**config.mk**
```make
export PLATFORM = sky130hd
export DESIGN_NAME = addsub_accumulator
export DESIGN_NICKNAME = d
export VERILOG_FILES = /design/src/rtl/addsub_accumulator_pkg.sv /design/src/rtl/addsub_accumulator_core.sv /design/src/rtl/addsub_accumulator.sv
export SDC_FILE = /design/constraint.sdc
export NUM_CORES = 1
export LEC_CHECK = 0
export ABC_AREA = 1
export CAP_MARGIN = 10
export CORE_MARGIN = 5
export CORE_UTILIZATION = 30
export DETAILED_ROUTE_END_ITERATION = 10
export PLACE_DENSITY = 0.53
export SYNTH_ARGS = -nofsm -noshare
export SYNTH_HDL_FRONTEND = slang
export SYNTH_SLANG_ARGS = --single-unit
```
**constraint.sdc**
```tcl
create_clock -name clk -period 2.6 [get_ports clk]
set_clock_uncertainty 0.2 [all_clocks]
set_input_delay 0.65 -clock clk [delete_from_list [all_inputs] [get_ports clk]]
set_output_delay 0.65 -clock clk [all_outputs]
set_load 0.03 [all_outputs]
```
**src/rtl/addsub_accumulator_pkg.sv**
```systemverilog
// Shared definitions for the add/subtract accumulator front-end.
package addsub_accumulator_pkg;

    // Datapath width of the Adder_Subtractor core; only 6 is supported.
    localparam int unsigned DEF_WIDTH = 6;

    typedef enum logic [1:0] {
        CMD_LOAD  = 2'b00,
        CMD_ADD   = 2'b01,
        CMD_SUB   = 2'b10,
        CMD_CLEAR = 2'b11
    } cmd_t;

    typedef enum logic [1:0] {
        ST_IDLE = 2'b00,
        ST_EXEC = 2'b01,
        ST_DONE = 2'b10
    } state_t;

    // Two's-complement overflow from operand/result sign bits.
    // ADD overflows when operand signs agree, SUB when they differ,
    // and in both cases only if the result sign differs from A's sign.
    function automatic logic ovf_calc(input logic a_msb, input logic b_msb,
                                      input logic r_msb, input logic sub);
        return (((a_msb ^ b_msb) == sub) && (r_msb != a_msb));
    endfunction

endpackage

```
**src/rtl/addsub_accumulator_core.sv**
```systemverilog
// Adder_Subtractor combinational core: ANSWER = S ? A - B : A + B (modulo 2^WIDTH).
module Adder_Subtractor
    import addsub_accumulator_pkg::*;
#(
    parameter int unsigned WIDTH = DEF_WIDTH
) (
    input  logic [WIDTH-1:0] A,
    input  logic [WIDTH-1:0] B,
    input  logic             S,
    output logic [WIDTH-1:0] ANSWER
);

    logic [WIDTH-1:0] b_eff;
    logic [WIDTH-1:0] carry_in;

    // Subtraction is A + ~B + 1.
    assign b_eff    = B ^ {WIDTH{S}};
    assign carry_in = {{(WIDTH-1){1'b0}}, S};
    assign ANSWER   = A + b_eff + carry_in;

endmodule

```
**src/rtl/addsub_accumulator.sv**
```systemverilog
// Sequential front-end: accepts LOAD/ADD/SUB/CLEAR commands, drives the
// Adder_Subtractor from registers and emits the updated accumulator.
module addsub_accumulator
    import addsub_accumulator_pkg::*;
#(
    parameter int unsigned WIDTH = DEF_WIDTH
) (
    input  logic             clk,
    input  logic             rst_n,
    input  logic             in_valid,
    output logic             in_ready,
    input  logic [1:0]       in_cmd,
    input  logic [WIDTH-1:0] in_data,
    output logic             out_valid,
    input  logic             out_ready,
    output logic [WIDTH-1:0] out_data,
    output logic             out_zero,
    output logic             out_ovf,
    output logic [WIDTH-1:0] acc
);

    state_t           state, state_nxt;
    cmd_t             op_cmd;
    logic [WIDTH-1:0] op_a, op_b;
    logic [WIDTH-1:0] core_answer;
    logic [WIDTH-1:0] result;
    logic             core_sub;
    logic             result_ovf;
    logic             rdy_en;
    logic             accept;

    Adder_Subtractor #(.WIDTH(WIDTH)) u_core (
        .A      (op_a),
        .B      (op_b),
        .S      (core_sub),
        .ANSWER (core_answer)
    );

    assign accept = in_valid && in_ready;

    // State register.
    always_ff @(posedge clk or negedge rst_n) begin
        if (!rst_n) state <= ST_IDLE;
        else        state <= state_nxt;
    end

    // Next-state logic.
    always_comb begin
        state_nxt = state;
        case (state)
            ST_IDLE: if (accept) state_nxt = ST_EXEC;
            ST_EXEC: state_nxt = ST_DONE;
            ST_DONE: begin
                if (out_ready) state_nxt = in_valid ? ST_EXEC : ST_IDLE;
            end
            default: state_nxt = ST_IDLE;
        endcase
    end

    // Handshake outputs and core/result selection.
    always_comb begin
        in_ready   = 1'b0;
        out_valid  = 1'b0;
        core_sub   = (op_cmd == CMD_SUB);
        result     = core_answer;
        result_ovf = 1'b0;
        case (state)
            ST_IDLE: in_ready = rdy_en;
            ST_DONE: begin
                out_valid = 1'b1;
                in_ready  = rdy_en && out_ready;
            end
            default: ;
        endcase
        case (op_cmd)
            CMD_LOAD:  result = op_b;
            CMD_CLEAR: result = '0;
            default: begin
                result     = core_answer;
                result_ovf = ovf_calc(op_a[WIDTH-1], op_b[WIDTH-1],
                                      core_answer[WIDTH-1], core_sub);
            end
        endcase
    end

    // Operand capture, accumulator and registered result/flags.
    // rdy_en holds in_ready low until the first edge after reset release.
    always_ff @(posedge clk or negedge rst_n) begin
        if (!rst_n) begin
            rdy_en   <= 1'b0;
            op_a     <= '0;
            op_b     <= '0;
            op_cmd   <= CMD_LOAD;
            acc      <= '0;
            out_data <= '0;
            out_zero <= 1'b0;
            out_ovf  <= 1'b0;
        end else begin
            rdy_en <= 1'b1;
            if (accept) begin
                op_a   <= acc;
                op_b   <= in_data;
                op_cmd <= cmd_t'(in_cmd);
            end
            if (state == ST_EXEC) begin
                acc      <= result;
                out_data <= result;
                out_zero <= (result == '0);
                out_ovf  <= result_ovf;
            end
        end
    end

endmodule
```
==> metrics.txt <==
sequential area share after synthesis 0.420; clk_lat worst skew between 200 and 300 ps; CP Data Required Time 2620 ps; Gate power share 0.610; WS Path Type flip-flop to flip-flop; initial drt markers 31; Synth Flop Type dfrtp_1; met3 Track Usage GR 0.0291; DR pass1 iterations 4; Net Sw Frac 0.473; power per cell area 1220 mW/mm2; fin nets ~230; crit share post-route 0.914; post-placement setup slack -16.6 ps; crit path capture type flip-flop; first-pass GRT wire length 5500 um; Max Clk Rate 421 MHz; Hold WC Path Type flip-flop to flip-flop; setup violators final 0; Yosys reg bits 25; outcome finished, final reports clean; via count around 1200; grt ovf 0; EDFF count, synth 0; most frequent cell after synthesis nand2_1; Unique masters post-synth 28; Clock power frac 0.105; Max Cap Viol 0; Buffers on Ports 27; met2 track demand over resource 0.178; DRC 0; post-synthesis cell count 180; number of global-route vias before repair between 1000 and 1500; Finished Core Util 0.392; clk slew on worst S/H paths 90 ps; Final Cell Area 0.00188 mm2; # IOs 28; wire per inst 11.6 um; GR Util met1 0.145; crit path time final ~2400 ps; worst vdd ir 0.000518 V; Setup TNS 0 ps; RSZ-0062 raised after global routing no; Max Transition Viols Final 0; Startpoint Class flip-flop; endpoints failing hold 0; setup ws final 223 ps; Async SR Flop Fraction 1.00; Rows 25; Layout Cells excl Fill between 200 and 300; Antenna Nets Post-Route 0; top post-synthesis cells by area dfrtp_1, nand2_1, inv_1, ha_1, nand3_1; Syn Nets roughly 200; cell taking the most area after synthesis dfrtp_1; sequential power share 0.284; total CTS buffers 3; most used routing layer met2; Root Driver clkbuf_8; Internal 1.21 mW; DIE WIDTH around 80 um; Post-synth top cells nand2_1, dfrtp_1, inv_1; largest net degree at the start of global routing 26; Avg Inst Size Synth 8.27 um2; cell area after synthesis approximately 0.0015 mm2; Starting Density 0.311; CTS HTree Levels 1; Area growth syn-to-layout 26.0%; Synth top area share 0.420; Max clock buf depth 2; DR vias/cell approximately 4.3; Die Y-Extent 80.5 um; Worst Path Arrival between 2000 and 2500 ps; Core Region approximately 0.0048 mm2; initial antenna violation count 0; Psw 1.08 mW; share of cells above drive strength 1 0.156; DP HPWL ~2500 um; Post-Route WL 3150 um; synth warn 0; CTS tree done; clock sinks 25; die area 0.00647 mm2; GRT Util Overall 0.110; Worst Path Max Fanout 3; Leakage approximately 0.9 nW; placed cell area between 0.0015 and 0.002 mm2; placed cells between 200 and 300; ANT cells 0; RD Place Congestion about 0.85
[cells in the final DEF, fill, tap and decap left out, types with 2 or more instances in the layout]
master,n
a21oi_1,8
nand3_2,2
nand3_1,10
nand2_2,5
a31oi_1,2
nand2_1,40
o21ai_0,2
nor2_4,3
clkbuf_8,3
ha_1,5
xor2_1,3
nand3b_1,2
o21ai_1,7
dfrtp_1,25
nor2_2,3
inv_2,7
inv_1,20
buf_4,5
nor2_1,13
clkdlybuf4s50_1,26
mux2_1,4
[worst paths after layout]
path	slack [ps]	end	cells past startpoint	startpoint
setup / recovery	220	out_zero	14	op_cmd[0]
hold / removal	300	out_ovf	2	out_ovf
setup reg to reg	220	out_zero	14	op_cmd[0]
hold reg to reg	300	out_ovf	2	out_ovf
max in group asynchronous	1410	acc[1]	2	rst_n
min in group asynchronous	540	op_b[2]	2	rst_n
[power by group through the flow]
stage          sequential (mW)  combinational (mW)  clock (mW)
2_1_floorplan            0.722               0.970           0
3_3_place_gp             0.654                1.38           0
3_5_place_dp             0.655                1.39           0
4_1_cts                  0.649                1.39       0.253
5_1_grt                  0.677                1.56       0.267
6_report                 0.652                1.40       0.241
[area by class of cell]
cell class	count	area, um2
flip-flops and latches	25	626
clock buffers	4	45.0
repair buffers	31	298
fillers	502	2910
multi-input cells	118	722
inverters	27	101
well taps	67	83.8
[sequential cells by signal, indices dropped and copies added (netlist names)]
register / cells
out_ovf: 1
op_a: 6
state: 2
rdy_en: 1
out_zero: 1
op_cmd: 2
op_b: 6
acc: 6
[critical path, stage by stage (launching register included)]
cell	delay, ps
dfrtp_1	380
inv_2	90
ha_4	190
nor2_4	60
nor2_4	150
fa_1	420
nand2_1	80
nand3_1	110
nor2_4	140
nand3_2	70
nor2_2	80
nand3_1	70
nor2_1	160
nand2_1	70
nand2_1	60
[metal layers]
| metal | routed length, um | vias up |
|---|---|---|
| li1 | - | 605 |
| met1 | 1490 | 535 |
| met2 | 1480 | 20 |
| met3 | 143 | 5 |
| met4 | 34 | 0 |
| met5 | 0 | - |
[what timing repair did]
action,in CTS,in global routing
setup endpoints to repair,1,2
gates resized for setup,1,4
hold buffers,0,0
cloned,0,0
setup buffers,0,0
[metrics by stage]
step           total power, mW  hold slack, ps
2_1_floorplan             1.69             154
3_3_place_gp              2.04             277
3_5_place_dp              2.04             283
4_1_cts                   2.30             306
5_1_grt                   2.51             342
6_report                  2.29             295
[kinds of logic (layout without fill, tap and decap cells)]
| group | after synthesis | after routing | synth area share |
|---|---|---|---|
| adder cells (fa/ha/maj) | 7 | 7 | 0.0639 |
| other | 1 | 1 | 0.00252 |
| AO/OA/AOI/OAI | 21 | 21 | 0.0790 |
| multiplexers | 4 | 4 | 0.0302 |
| flip-flops | 25 | 25 | 0.420 |
| XOR/XNOR | 5 | 5 | 0.0294 |
| buffers and inverters | 37 | 62 | 0.116 |
| AND/OR/NAND/NOR | 80 | 80 | 0.259 |
No activity file was read; power rests on OpenSTA's default activity.
